## config.mk

```make
export PLATFORM = sky130hd
export DESIGN_NAME = countdown_timer
export DESIGN_NICKNAME = d
export VERILOG_FILES = /design/src/rtl/timer_pkg.sv /design/src/rtl/edge_detect.sv /design/src/rtl/countdown_timer.sv
export SDC_FILE = /design/constraint.sdc
export NUM_CORES = 1
export LEC_CHECK = 0
export ABC_CLOCK_PERIOD_IN_PS = 4019
export CAP_MARGIN = 10
export CORE_MARGIN = 2
export CORE_UTILIZATION = 45
export CTS_BUF_LIST = sky130_fd_sc_hd__clkbuf_8
export DETAILED_ROUTE_END_ITERATION = 7
export GPL_ROUTABILITY_DRIVEN = 0
export MAX_ROUTING_LAYER = met4
export PLACE_DENSITY = 0.59
export SETUP_SLACK_MARGIN = 0.5
export SYNTH_ARGS = -nofsm -noshare
export SYNTH_HDL_FRONTEND = slang
export SYNTH_SLANG_ARGS = --single-unit
```

## constraint.sdc

```tcl
create_clock -name CLK -period 4.02 [get_ports CLK]
set_input_delay 1.005 -clock CLK [delete_from_list [all_inputs] [get_ports CLK]]
set_output_delay 1.005 -clock CLK [all_outputs]
set_load 0.005 [all_outputs]
```

## src/rtl/timer_pkg.sv

```systemverilog
// rtl/timer_pkg.sv - shared state encoding, display constants and BCD helper for the timer modes
// Purpose: common definitions for countdown_timer (stopwatch and clock reuse them).
// Contents: state_t, BLANK_CODE, BCD digit limits, two-digit BCD step function.
package timer_pkg;

  typedef enum logic [2:0] {
    SET_MIN = 3'd0,
    SET_SEC = 3'd1,
    RUN     = 3'd2,
    PAUSE   = 3'd3,
    EXPIRED = 3'd4
  } state_t;

  // Nibble that seven_segment_display renders as an unlit digit.
  localparam logic [3:0] BLANK_CODE = 4'hF;

  localparam logic [3:0] BCD_MAX9 = 4'd9;
  localparam logic [3:0] BCD_MAX5 = 4'd5;

  // Step a two-digit BCD value {tens, ones} by +1 (inc=1) or -1 (inc=0),
  // wrapping between 00 and {tens_max, 9}.
  function automatic logic [7:0] bcd2_step(input logic [7:0] v, input logic inc,
                                           input logic [3:0] tens_max);
    logic [3:0] tens;
    logic [3:0] ones;
    tens = v[7:4];
    ones = v[3:0];
    if (inc) begin
      if (ones == BCD_MAX9) begin
        ones = 4'd0;
        tens = (tens == tens_max) ? 4'd0 : tens + 4'd1;
      end else begin
        ones = ones + 4'd1;
      end
    end else begin
      if (ones == 4'd0) begin
        ones = BCD_MAX9;
        tens = (tens == 4'd0) ? tens_max : tens - 4'd1;
      end else begin
        ones = ones - 4'd1;
      end
    end
    return {tens, ones};
  endfunction

endpackage

```

## src/rtl/edge_detect.sv

```systemverilog
// rtl/edge_detect.sv - rising-edge detector with a reset-high history register
// Purpose: turn a debounced level into a one-cycle event.
// Ports: clk, rst_n (async active-low), level (input level), pulse (level & ~prev).
module edge_detect (
  input  logic clk,
  input  logic rst_n,
  input  logic level,
  output logic pulse
);

  logic prev;

  // History resets high so a level held through reset never looks like a new press.
  always_ff @(posedge clk or negedge rst_n) begin
    if (!rst_n) prev <= 1'b1;
    else        prev <= level;
  end

  assign pulse = level & ~prev;

endmodule

```

## src/rtl/countdown_timer.sv

```systemverilog
// rtl/countdown_timer.sv - settable MM:SS countdown timer with blinking edit digits
// Purpose: FSM, BCD time register and blink/blank mux for the countdown display mode.
// Ports: CLK, RST_N (async active-low), CLK_1Hz (tick on rising edge),
//        start/sel/up_btn/dwn_btn (debounced levels),
//        numbers (BCD {m_tens,m_ones,s_tens,s_ones}, blanked nibbles = BLANK_CODE),
//        done (EXPIRED), running (RUN).
module countdown_timer
  import timer_pkg::*;
#(
  parameter int unsigned BLINK_DIV   = 50_000_000,
  parameter logic [7:0]  DEFAULT_MIN = 8'h05
) (
  input  logic        CLK,
  input  logic        RST_N,
  input  logic        CLK_1Hz,
  input  logic        start,
  input  logic        sel,
  input  logic        up_btn,
  input  logic        dwn_btn,
  output logic [15:0] numbers,
  output logic        done,
  output logic        running
);

  localparam int CW = (BLINK_DIV > 1) ? $clog2(BLINK_DIV) : 1;
  localparam logic [CW-1:0] CNT_MAX = CW'(BLINK_DIV - 1);

  logic tick_ev, start_ev, sel_ev, up_ev, dwn_ev;

  edge_detect u_tick  (.clk(CLK), .rst_n(RST_N), .level(CLK_1Hz), .pulse(tick_ev));
  edge_detect u_start (.clk(CLK), .rst_n(RST_N), .level(start),   .pulse(start_ev));
  edge_detect u_sel   (.clk(CLK), .rst_n(RST_N), .level(sel),     .pulse(sel_ev));
  edge_detect u_up    (.clk(CLK), .rst_n(RST_N), .level(up_btn),  .pulse(up_ev));
  edge_detect u_dwn   (.clk(CLK), .rst_n(RST_N), .level(dwn_btn), .pulse(dwn_ev));

  state_t        state, state_n;
  logic [15:0]   tm, tm_n;          // {m_tens, m_ones, s_tens, s_ones}
  logic [15:0]   preset, preset_n;
  logic [CW-1:0] cnt, cnt_n;
  logic          phase, phase_n;
  logic [15:0]   numbers_n;
  logic          done_n, running_n;

  // One-second decrement with BCD borrow; minutes only borrow from at :00,
  // which never wraps because RUN is left as soon as 00:00 is reached.
  logic [7:0]  sec_dec, min_dec;
  logic [15:0] tm_dec;
  assign sec_dec = bcd2_step(tm[7:0], 1'b0, BCD_MAX5);
  assign min_dec = (tm[7:0] == 8'h00) ? bcd2_step(tm[15:8], 1'b0, BCD_MAX9) : tm[15:8];
  assign tm_dec  = {min_dec, sec_dec};

  always_ff @(posedge CLK or negedge RST_N) begin
    if (!RST_N) begin
      state   <= SET_MIN;
      tm      <= {DEFAULT_MIN, 8'h00};
      preset  <= {DEFAULT_MIN, 8'h00};
      cnt     <= '0;
      phase   <= 1'b0;
      numbers <= {DEFAULT_MIN, 8'h00};
      done    <= 1'b0;
      running <= 1'b0;
    end else begin
      state   <= state_n;
      tm      <= tm_n;
      preset  <= preset_n;
      cnt     <= cnt_n;
      phase   <= phase_n;
      numbers <= numbers_n;
      done    <= done_n;
      running <= running_n;
    end
  end

  always_comb begin
    state_n  = state;
    tm_n     = tm;
    preset_n = preset;
    case (state)
      SET_MIN, SET_SEC: begin
        if (start_ev) begin
          if (tm != 16'h0000) begin
            preset_n = tm;
            state_n  = RUN;
          end
        end else if (sel_ev) begin
          state_n = (state == SET_MIN) ? SET_SEC : SET_MIN;
        end else if (up_ev && dwn_ev) begin
          tm_n = tm;
        end else if (up_ev || dwn_ev) begin
          if (state == SET_MIN) tm_n[15:8] = bcd2_step(tm[15:8], up_ev, BCD_MAX9);
          else                  tm_n[7:0]  = bcd2_step(tm[7:0],  up_ev, BCD_MAX5);
        end
      end
      RUN: begin
        // The tick is applied first so a same-cycle start pauses on the new value.
        if (tick_ev) tm_n = tm_dec;
        if (tick_ev && tm_dec == 16'h0000) state_n = EXPIRED;
        else if (start_ev)                 state_n = PAUSE;
      end
      PAUSE: begin
        if (start_ev)    state_n = RUN;
        else if (sel_ev) state_n = SET_MIN;
      end
      EXPIRED: begin
        if (start_ev || sel_ev) begin
          state_n = SET_MIN;
          tm_n    = preset;
        end
      end
      default: state_n = SET_MIN;
    endcase
  end

  // Blink phase; an edit press restarts it so the edited digit shows at once.
  always_comb begin
    cnt_n   = cnt + 1'b1;
    phase_n = phase;
    if (up_ev || dwn_ev) begin
      cnt_n   = '0;
      phase_n = 1'b0;
    end else if (cnt == CNT_MAX) begin
      cnt_n   = '0;
      phase_n = ~phase;
    end
  end

  // Outputs are registered from next-state values so they line up with the state.
  always_comb begin
    numbers_n = tm_n;
    if (phase_n) begin
      case (state_n)
        SET_MIN: numbers_n[15:8] = {BLANK_CODE, BLANK_CODE};
        SET_SEC: numbers_n[7:0]  = {BLANK_CODE, BLANK_CODE};
        EXPIRED: numbers_n       = {4{BLANK_CODE}};
        default: numbers_n       = tm_n;
      endcase
    end
    done_n    = (state_n == EXPIRED);
    running_n = (state_n == RUN);
  end

endmodule

```

==> results by group, run 1 <==
Outcome
  – Status: complete, no violations

Yosys
  – Top cells by area, synth: dfrtp_1 (35%), dfstp_2 (5.5%), nor2_1 (3.9%)
  – Sequential area share after synthesis: 0.406
  – Syn_area_per_cell: 8.86 um2
  – Synth Register Bits: 85
  – Top FF cell, synth: dfrtp_1
  – Top cell type's share of synthesized area: 0.351
  – Count leader, synth: dfrtp_1
  – Synth cell count leaders: dfrtp_1 (74), nor2_1 (55), nand2_1 (54), nand3_1 (33), a21oi_1 (28)
  – Post-synth EDFFs: 0
  – Post-synth top area cell: dfrtp_1
  – Post-synth cell types: 83
  – Synth warn: 0
  – Mapped Area: 5270 um2
  – Async set or reset register ratio after synthesis: 1.00
  – Synth Instances: 595
  – Post-synthesis net count: 616

Detailed routing
  – 1st-iter DRT viols: 398
  – Drt first pass iters: 5
  – Via Count: 4,658
  – Routed length per instance: 19.0 um
  – Routed Wire Length: 14.4 mm
  – Remaining DRCs: 0
  – DRT antenna net count: 0
  – Vias per cell: 6.15

Clocking
  – # Post-CTS Setup Buffers: 0
  – Clk_lat worst skew: 370 ps
  – Max Root-Sink Buffers: 2
  – CTS Buf Count: 9
  – Root Buffer: clkbuf_8
  – H-tree Lvls: 3
  – Sink Count: 85
  – Register clock-pin slew on the reported worst setup and hold paths: 90 ps
  – CTS tree: built

Power and ir drop
  – Clock network fraction of design power: 0.161
  – PwrDens: 672 nW/um2
  – Internal power: 0.00221 W
  – Worst IR drop on VDD: 0.399 mV
  – Sequential Power Share: 0.363
  – Sw Ratio: 0.438
  – LEAKAGE: 2.38 nW
  – Sw power: 0.00173 W
  – Combinational Power Share: 0.476

Worst setup path
  – CP max stage cell: dfrtp_1
  – Worst path max stage delay: 560 ps
  – Reg2Reg Setup Slack: 870 ps
  – Worst r2r path cells: 9
  – Crit-path max FO: 11
  – CP Data Arrival Time: 3450 ps
  – Critical Path RT: 4330 ps
  – Worst Setup Start Kind: flip-flop
  – Worst setup EP type: flip-flop
  – Critical path cell sequence: inv_1 > ha_1 > nor3b_4 > buf_4 > or2_2 > a21oi_1 > nor4b_1 > o21ai_1 > nand2b_1
  – Critical path type: reg2reg

Global route
  – Tot GR Track Use: 0.247
  – Total gr overflow: 0
  – Initial antenna violation count: 0
  – Largest net degree at the start of global routing: 81
  – Vias in the first global route: 4,551
  – First-pass GRT wire length: 23.9 mm

Job
  – Max-cap check violation count: 0

Hold path
  – Hold crit path type: reg2reg
  – Worst Hold Depth: 2

Cells and area
  – P&R area growth vs syn: 11.2%
  – # nets final: 630
  – Fin util: 0.513
  – Antenna diodes: 0
  – Ratio of cells with drive above 1 in the final layout: 0.104

Place
  – PortBufs: 24
  – Post-DP HPWL: 10.1 mm

Floorplan
  – Die ar.: 12,600 um2
  – Die Wd: 112 um
  – Core area: 11,400 um2
  – FP Rows: 39
  – I/O pin total: 25
  – Starting Density: 0.462
  – Die Ht: 112 um

STA
  – Period utilisation layout: 0.783
  – Slew Limit Fails: 0
  – Unrepaired setup endpoints after global routing: no
  – Crit path time final: 3150 ps
  – Final setup vio count: 0
  – Worst rel slew slack: 0.326
  – Final Hold Vio Count: 0
  – Pin slew with the least headroom to its limit: 1010 ps
  – Skew final: 9.70 ps
  – Top achievable clock speed: 0.318 GHz
  – Final TNS setup: 0 ps
-- metal layers --
layer  share of wire  global-route usage  routed length, um
met1            0.45               0.335               6520
met2            0.46               0.367               6670
met3           0.063              0.0594                912
met4           0.022              0.0772                311
met5               0                   -                  0
-- power by group through the flow --
stage	logic (W)	registers, W	clock network, W
3_5_place_dp	0.00183	0.00143	0
2_1_floorplan	0.00139	0.00126	0
3_3_place_gp	0.00182	0.00144	0
4_1_cts	0.00184	0.00142	0.000663
5_1_grt	0.00207	0.00148	0.000686
6_report	0.00187	0.00143	0.000634
-- area by class of cell --
type	instances	area, um2
multi-input cells	458	2940
inverters	19	71.3
flip-flops and latches	85	2140
well taps	143	179
clock inverters	7	80.1
repair buffers	36	328
clock buffers	9	124
fillers	1119	5560
-- flip-flops by register name (all words and copies together), names as in the netlist --
name          count
u_up.prev         1
running           1
state             3
phase             1
u_dwn.prev        1
u_tick.prev       1
preset           16
done              1
tm               16
cnt              26
u_start.prev      1
numbers          16
u_sel.prev        1
-- per-stage QoR --
stage / setup WS (ps) / std cells / power (W) / area (um2) / hold slack, ps
after floorplan: 1410 / 595 / 0.00265 / 5270 / 444
final: 870 / 757 / 0.00394 / 5860 / 488
after CTS: 758 / 757 / 0.00393 / 5860 / 490
after global routing: 634 / 757 / 0.00424 / 5860 / 523
after detailed placement: 604 / 741 / 0.00327 / 5650 / 474
after global placement: 652 / 741 / 0.00326 / 5650 / 460
-- kinds of logic after synthesis --
logic type,after synthesis,share of synthesized area
flip-flops,85,0.406
AND/OR/NAND/NOR,256,0.259
AO/OA/AOI/OAI,152,0.199
adder cells (fa/ha/maj),14,0.0332
multiplexers,10,0.0199
buffers and inverters,52,0.0387
XOR/XNOR,26,0.0446
-- layout by cell type, fill, tap and decap left out, drive strengths merged, types with 10 or more instances in the layout --
| cell | instances |
|---|---|
| a31oi | 10 |
| nor3 | 17 |
| xnor2 | 12 |
| clkdlybuf4s50 | 23 |
| xor2 | 14 |
| nand2 | 54 |
| o21ai | 34 |
| nand2b | 17 |
| nor2 | 55 |
| inv | 23 |
| dfrtp | 74 |
| ha | 14 |
| nand4 | 16 |
| buf | 13 |
| nor2b | 11 |
| or2 | 11 |
| dfstp | 11 |
| nand3 | 33 |
| a21oi | 30 |
-- path summary, 6_finish.rpt --
kind                                    endpoint                  start
setup / recovery            numbers[0]$_DFF_PN0_        tm[0]$_DFF_PN0_
hold / removal             preset[8]$_DFFE_PN1P_  preset[8]$_DFFE_PN1P_
hold reg to reg            preset[8]$_DFFE_PN1P_  preset[8]$_DFFE_PN1P_
min in group asynchronous  preset[3]$_DFFE_PN0P_                  RST_N
setup reg to reg            numbers[0]$_DFF_PN0_        tm[0]$_DFF_PN0_
max in group asynchronous  preset[8]$_DFFE_PN1P_                  RST_N
-- worst max-delay path, delay by kind of cell (launching register included) --
| kind | cells | cell delay (ps) |
|---|---|---|
| AOI/OAI and AO/OA | 2 | 620 |
| adders and majority gates | 1 | 360 |
| buffers and inverters | 2 | 360 |
| DFF | 1 | 560 |
| and+or+nand+nor | 4 | 1190 |
-- what timing repair did --
item / in CTS / in global routing
resized for setup: 0 / 1
hold buffers: 0 / 0
setup endpoints to repair: 0 / 6
Note: power is estimated with default switching activity, not from simulation.
==> run 2, diff against run 1 <==
--- a/config.mk
+++ b/config.mk
@@ -5,7 +5,7 @@
 export SDC_FILE = /design/constraint.sdc
 export NUM_CORES = 1
 export LEC_CHECK = 0
-export ABC_CLOCK_PERIOD_IN_PS = 4019
+export ABC_CLOCK_PERIOD_IN_PS = 3050
 export CAP_MARGIN = 10
 export CORE_MARGIN = 2
 export CORE_UTILIZATION = 45
==> constraint.sdc (replaced) <==
create_clock -name CLK -period 3.05 [get_ports CLK]
set_input_delay 0.7625 -clock CLK [delete_from_list [all_inputs] [get_ports CLK]]
set_output_delay 0.7625 -clock CLK [all_outputs]
set_load 0.005 [all_outputs]
==> run 2 against run 1 <==
Against the previous run: sequential share of layout area shrank 2.7 points; register-to-register slack lost 280 ps; count of clock-buffer cells in the layout grew 1; core utilization grew 4.2 points.
==> results by group, run 2 (synthesis gave the netlist of run 1 again) <==
Global route
  – First-pass GRT wire length: 24.5 mm
  – Largest net degree at the start of global routing: 46
  – Initial antenna violation count: 0
  – Total gr overflow: 0
  – GR Util met3: 0.0416
  – Vias in the first global route: 4,694
  – GR peak layer: met2
  – Tot GR Track Use: 0.253
  – GR Layer Usage met1: 0.347
  – Met2 global-route usage: 0.367

Clocking
  – Clk_lat worst skew: 390 ps
  – Register clock-pin slew on the reported worst setup and hold paths: 100 ps
  – Max Root-Sink Buffers: 2
  – CTS Buf Count: 9
  – Hold Buf Count CTS: 0
  – CTS tree: built
  – Root Buffer: clkbuf_8
  – Sink Count: 85
  – H-tree Lvls: 3

Place
  – Post-DP HPWL: 10.7 mm
  – Pre-CTS setup slack: 89.1 ps
  – PortBufs: 24

STA
  – Final Hold Vio Count: 0
  – Pin slew with the least headroom to its limit: 585 ps
  – Final setup vio count: 0
  – Top achievable clock speed: 0.399 GHz
  – Period utilisation layout: 0.821
  – Unrepaired setup endpoints after global routing: no
  – Final TNS setup: 0 ps
  – Worst rel slew slack: 0.610
  – Crit path time final: 2500 ps
  – Skew final: 16.8 ps
  – Slew Limit Fails: 0
  – Fin worst setup slack: 547 ps

Worst setup path
  – Critical path type: in2reg
  – Worst setup EP type: flip-flop
  – CP max stage cell: clkdlybuf4s50_1
  – Worst Setup Start Kind: primary input
  – Critical Path RT: 3350 ps
  – Crit-path max FO: 11
  – Critical path cell sequence: clkdlybuf4s50_1 > nand2b_2 > nand2_1 > buf_4 > o41ai_1 > a21oi_1 > or3_1 > nand2b_1
  – CP Data Arrival Time: 2800 ps
  – R2r endpoint: running$_DFF_PN0_
  – Worst path max stage delay: 450 ps
  – Worst R2R Start: tm[1]$_DFF_PN0_
  – Reg2Reg Setup Slack: 590 ps
  – Worst r2r path cells: 9

Detailed routing
  – Via Count: 4,912
  – Drt first pass iters: 5
  – 1st-iter DRT viols: 411
  – DRT antenna net count: 0
  – Vias per cell: 6.12
  – Routed Wire Length: 15.1 mm
  – Remaining DRCs: 0
  – Routed length per instance: 18.8 um

Floorplan
  – Die Ht: 112 um
  – FP Rows: 39
  – I/O pin total: 25
  – Starting Density: 0.462
  – Die Wd: 112 um
  – Die ar.: 12,600 um2
  – Core area: 11,400 um2

Job
  – Max-cap check violation count: 0

Power and ir drop
  – Sw power: 0.00242 W
  – Sequential Power Share: 0.313
  – Clock network fraction of design power: 0.132
  – LEAKAGE: 2.64 nW
  – Sw Ratio: 0.431
  – Worst IR drop on VDD: 0.420 mV
  – Combinational Power Share: 0.556
  – PwrDens: 884 nW/um2
  – Internal power: 0.00319 W

Hold path
  – Hold crit path type: in2async

Cells and area
  – Commonest non-fill, non-tap cell in the layout: dfrtp_1
  – Top reg by flops: cnt
  – Antenna diodes: 0
  – P&R area growth vs syn: 20.2%
  – # nets final: 675
  – Most frequent cells in the layout: dfrtp_1 (71), buf_4 (56), nor2_1 (55), nand2_1 (54), nand3_1 (32)
  – Ratio of cells with drive above 1 in the final layout: 0.203
  – Largest register FFs: 26

Outcome
  – Status: complete, no violations
run 2: metal layers:
metal  wire [um]  up-vias  share of wire
li1            -     2289              -
met3        1080       41          0.072
met2        6690      204           0.44
met4         486        0          0.032
met5           0        -              0
met1        6800     2378           0.45
run 2: final cells by class:
| cell class | instances | area (um2) |
|---|---|---|
| multi-input combinational | 458 | 3080 |
| fill | 1052 | 5080 |
| sequential | 85 | 2140 |
| timing repair buffer | 81 | 691 |
| clock buffer | 10 | 138 |
| tap | 143 | 179 |
| clock inverter | 6 | 33.8 |
| inverter | 19 | 71.3 |
run 2: power by group through the flow:
stage / Clock [W] / Sequential, W / Combinational (W)
after floorplan: 0 / 0.00166 / 0.00183
after global placement: 0 / 0.00176 / 0.00274
after detailed placement: 0 / 0.00177 / 0.00276
after CTS: 0.000764 / 0.00175 / 0.00288
after global routing: 0.000812 / 0.00180 / 0.00337
final: 0.000739 / 0.00175 / 0.00312
run 2: repair_timing:
| item | CTS | global route |
|---|---|---|
| resized for setup | 15 | 22 |
| pin swaps | 1 | 3 |
| endpoints found under the setup margin | 27 | 27 |
| gates cloned | 0 | 0 |
| buffers inserted | 3 | 6 |
run 2: worst max-delay path: cells and delay by family:
family                 cells  cell delay [ps]
AND/OR/NAND/NOR            4              880
buffers and inverters      2              680
AO/OA/AOI/OAI              2              470
run 2: worst max-delay path by stage:
stage,to,slack [ps],cells past startpoint,start
floorplan,numbers[11]$_DFF_PN0_,560,9,tm[9]$_DFF_PN0_
global route,numbers[10]$_DFF_PN1_,490,8,up_btn
global placement,numbers[3]$_DFF_PN0_,100,8,dwn_btn
finish,numbers[10]$_DFF_PN1_,550,8,sel
CTS,numbers[14]$_DFF_PN0_,490,7,up_btn
detailed placement,numbers[14]$_DFF_PN0_,90,7,up_btn
run 2: metrics by stage:
stage | instance area (um2) | util | instances | hold slack [ps] | power [W]
floorplan | 5270 | - | 595 | 444 | 0.00349
global placement | 5950 | 0.521 | 777 | 455 | 0.00450
detailed placement | 5950 | 0.521 | 777 | 462 | 0.00453
CTS | 6190 | 0.542 | 796 | 383 | 0.00539
global route | 6340 | 0.555 | 802 | 422 | 0.00598
finish | 6340 | 0.555 | 802 | 366 | 0.00561
==> run 3, diff against run 2 <==
--- a/config.mk
+++ b/config.mk
@@ -5,7 +5,7 @@
 export SDC_FILE = /design/constraint.sdc
 export NUM_CORES = 1
 export LEC_CHECK = 0
-export ABC_CLOCK_PERIOD_IN_PS = 3050
+export ABC_CLOCK_PERIOD_IN_PS = 2400
 export CAP_MARGIN = 10
 export CORE_MARGIN = 2
 export CORE_UTILIZATION = 45
==> constraint.sdc (replaced) <==
create_clock -name CLK -period 2.4 [get_ports CLK]
set_input_delay 0.6 -clock CLK [delete_from_list [all_inputs] [get_ports CLK]]
set_output_delay 0.6 -clock CLK [all_outputs]
set_load 0.005 [all_outputs]
==> run 3 against run 2 <==
Against the previous run: the run now ends with negative setup slack left; total power up 73%; sequential power grew 22%; register-to-register slack worse by 660 ps; largest cell class unchanged; highest routed layer unchanged.
==> results by group, run 3 (synthesis gave the netlist of run 1 again) <==
Outcome
  – Status: finished, violations left
  – Failing checks: negative setup slack

Clocking
  – H-tree Lvls: 3
  – Hold Buf Count CTS: 0
  – CTS Buf Count: 9
  – Sink Count: 85
  – CTS tree: built
  – Register clock-pin slew on the reported worst setup and hold paths: 100 ps
  – Clk_lat worst skew: 400 ps
  – Max Root-Sink Buffers: 2
  – Root Buffer: clkbuf_8

Floorplan
  – Starting Density: 0.462
  – Core area: 11,400 um2
  – Die ar.: 12,600 um2
  – Die Ht: 112 um
  – FP Rows: 39
  – Die Wd: 112 um
  – I/O pin total: 25

Worst setup path
  – Critical Path RT: 2640 ps
  – Worst r2r path cells: 8
  – Critical path type: reg2reg
  – Crit. Startpoint: tm[9]$_DFF_PN0_
  – Reg2Reg Setup Slack: -70 ps
  – Worst R2R Start: tm[9]$_DFF_PN0_
  – CP Data Arrival Time: 2720 ps
  – Worst Setup Start Kind: flip-flop
  – CP endpoint: numbers[11]$_DFF_PN0_
  – Worst setup EP type: flip-flop
  – R2r endpoint: numbers[11]$_DFF_PN0_
  – Crit-path max FO: 8

Power and ir drop
  – Worst IR drop on VDD: 0.671 mV
  – PwrDens: 1180 nW/um2
  – LEAKAGE: 3.59 nW

Cells and area
  – # nets final: 803
  – Top reg by flops: cnt
  – Finished Cell Area: 8250 um2
  – Commonest non-fill, non-tap cell in the layout: buf_4
  – P&R area growth vs syn: 56.4%
  – Largest register FFs: 26
  – Most frequent cells in the layout: buf_4 (137), dfrtp_1 (67), nor2_1 (44), nand2_1 (38), buf_6 (37)
  – Antenna diodes: 0
  – Ratio of cells with drive above 1 in the final layout: 0.466
  – Filler cell count: 823
  – Non-filler cells, final: 930

Global route
  – Tot GR Track Use: 0.287
  – First-pass GRT wire length: 27.9 mm
  – Initial antenna violation count: 0
  – Total gr overflow: 0
  – Vias in the first global route: 5,473
  – Largest net degree at the start of global routing: 49

Detailed routing
  – DRT antenna net count: 0
  – Routed Wire Length: 17.7 mm
  – Routed length per instance: 19.0 um
  – Drt first pass iters: 5
  – Vias per cell: 5.99
  – Remaining DRCs: 0
  – Via Count: 5,568
  – 1st-iter DRT viols: 474

Place
  – Placed insts: 846
  – Post-DP HPWL: 11.7 mm
  – PortBufs: 24
  – Area after DPL: 6650 um2

STA
  – Fin worst setup slack: -74.7 ps
  – Final setup vio count: 4
  – Slew Limit Fails: 0
  – Crit path time final: 2470 ps
  – Worst rel slew slack: 0.673
  – Skew final: 18.0 ps
  – Top achievable clock speed: 0.404 GHz
  – Unrepaired setup endpoints after global routing: yes
  – Final Hold Vio Count: 0
  – Period utilisation layout: 1.03
  – Pin slew with the least headroom to its limit: 490 ps

Job
  – Max-cap check violation count: 0

Hold path
  – Hold crit path type: in2async
==> run 3: metal layers <==
layer | wire, um | part of all wire | track usage
met5 | 0 | 0 | -
met4 | 539 | 0.030 | 0.112
met3 | 1180 | 0.067 | 0.0567
met2 | 8440 | 0.48 | 0.448
met1 | 7550 | 0.43 | 0.371
==> run 3: repair_timing <==
item | 4_1_cts | 5_1_grt
setup endpoints to repair | 59 | 63
pin swaps | 57 | 39
buffers inserted | 45 | 23
resized for setup | 148 | 59
==> run 3: critical path, stage by stage, from the launching register on <==
cell and delay, ps:
dfrtp_1 410, inv_2 80, ha_4 130, or3b_4 390, or4_4 540, nor4_4 170, and4bb_4 250, o211ai_4 170
nand4_1 190
==> run 3: worst min-delay path by stage <==
stage / slack [ps] / startpoint / cells past startpoint / endpoint
2_1_floorplan: 300 / RST_N / 0 / cnt[0]$_DFF_PN0_
3_3_place_gp: 460 / preset[8]$_DFFE_PN1P_ / 2 / preset[8]$_DFFE_PN1P_
3_5_place_dp: 470 / preset[8]$_DFFE_PN1P_ / 2 / preset[8]$_DFFE_PN1P_
4_1_cts: 180 / RST_N / 1 / cnt[1]$_DFF_PN0_
5_1_grt: 200 / RST_N / 1 / preset[1]$_DFFE_PN0P_
6_report: 170 / RST_N / 1 / preset[1]$_DFFE_PN0P_
==> run 3: metrics by stage <==
step	power [W]	setup TNS, ps	worst slack, ps	util	hold slack [ps]
after floorplan	0.00478	0	28.6	-	304
after global placement	0.00658	-6780	-498	0.583	463
after detailed placement	0.00663	-7110	-502	0.583	469
after CTS	0.00923	-65.2	-58.8	0.686	182
after global routing	0.0102	-1230	-145	0.722	201
final	0.00969	-167	-74.7	0.722	168
==> run 3: report_power, final <==
part           internal (W)  switching (W)
sequential          0.00186       0.000282
combinational       0.00330        0.00318
clock              0.000486       0.000582
total               0.00565        0.00404
==> run 3: cell type report <==
type,count,area (um2),share of cell area
Tap cell,143,179,0.0217
Sequential cell,85,2150,0.261
Clock inverter,7,76.3,0.00926
Multi-Input combinational cell,458,3760,0.456
Timing Repair Buffer,209,1880,0.228
Inverter,19,76.3,0.00926
Clock buffer,9,124,0.0150
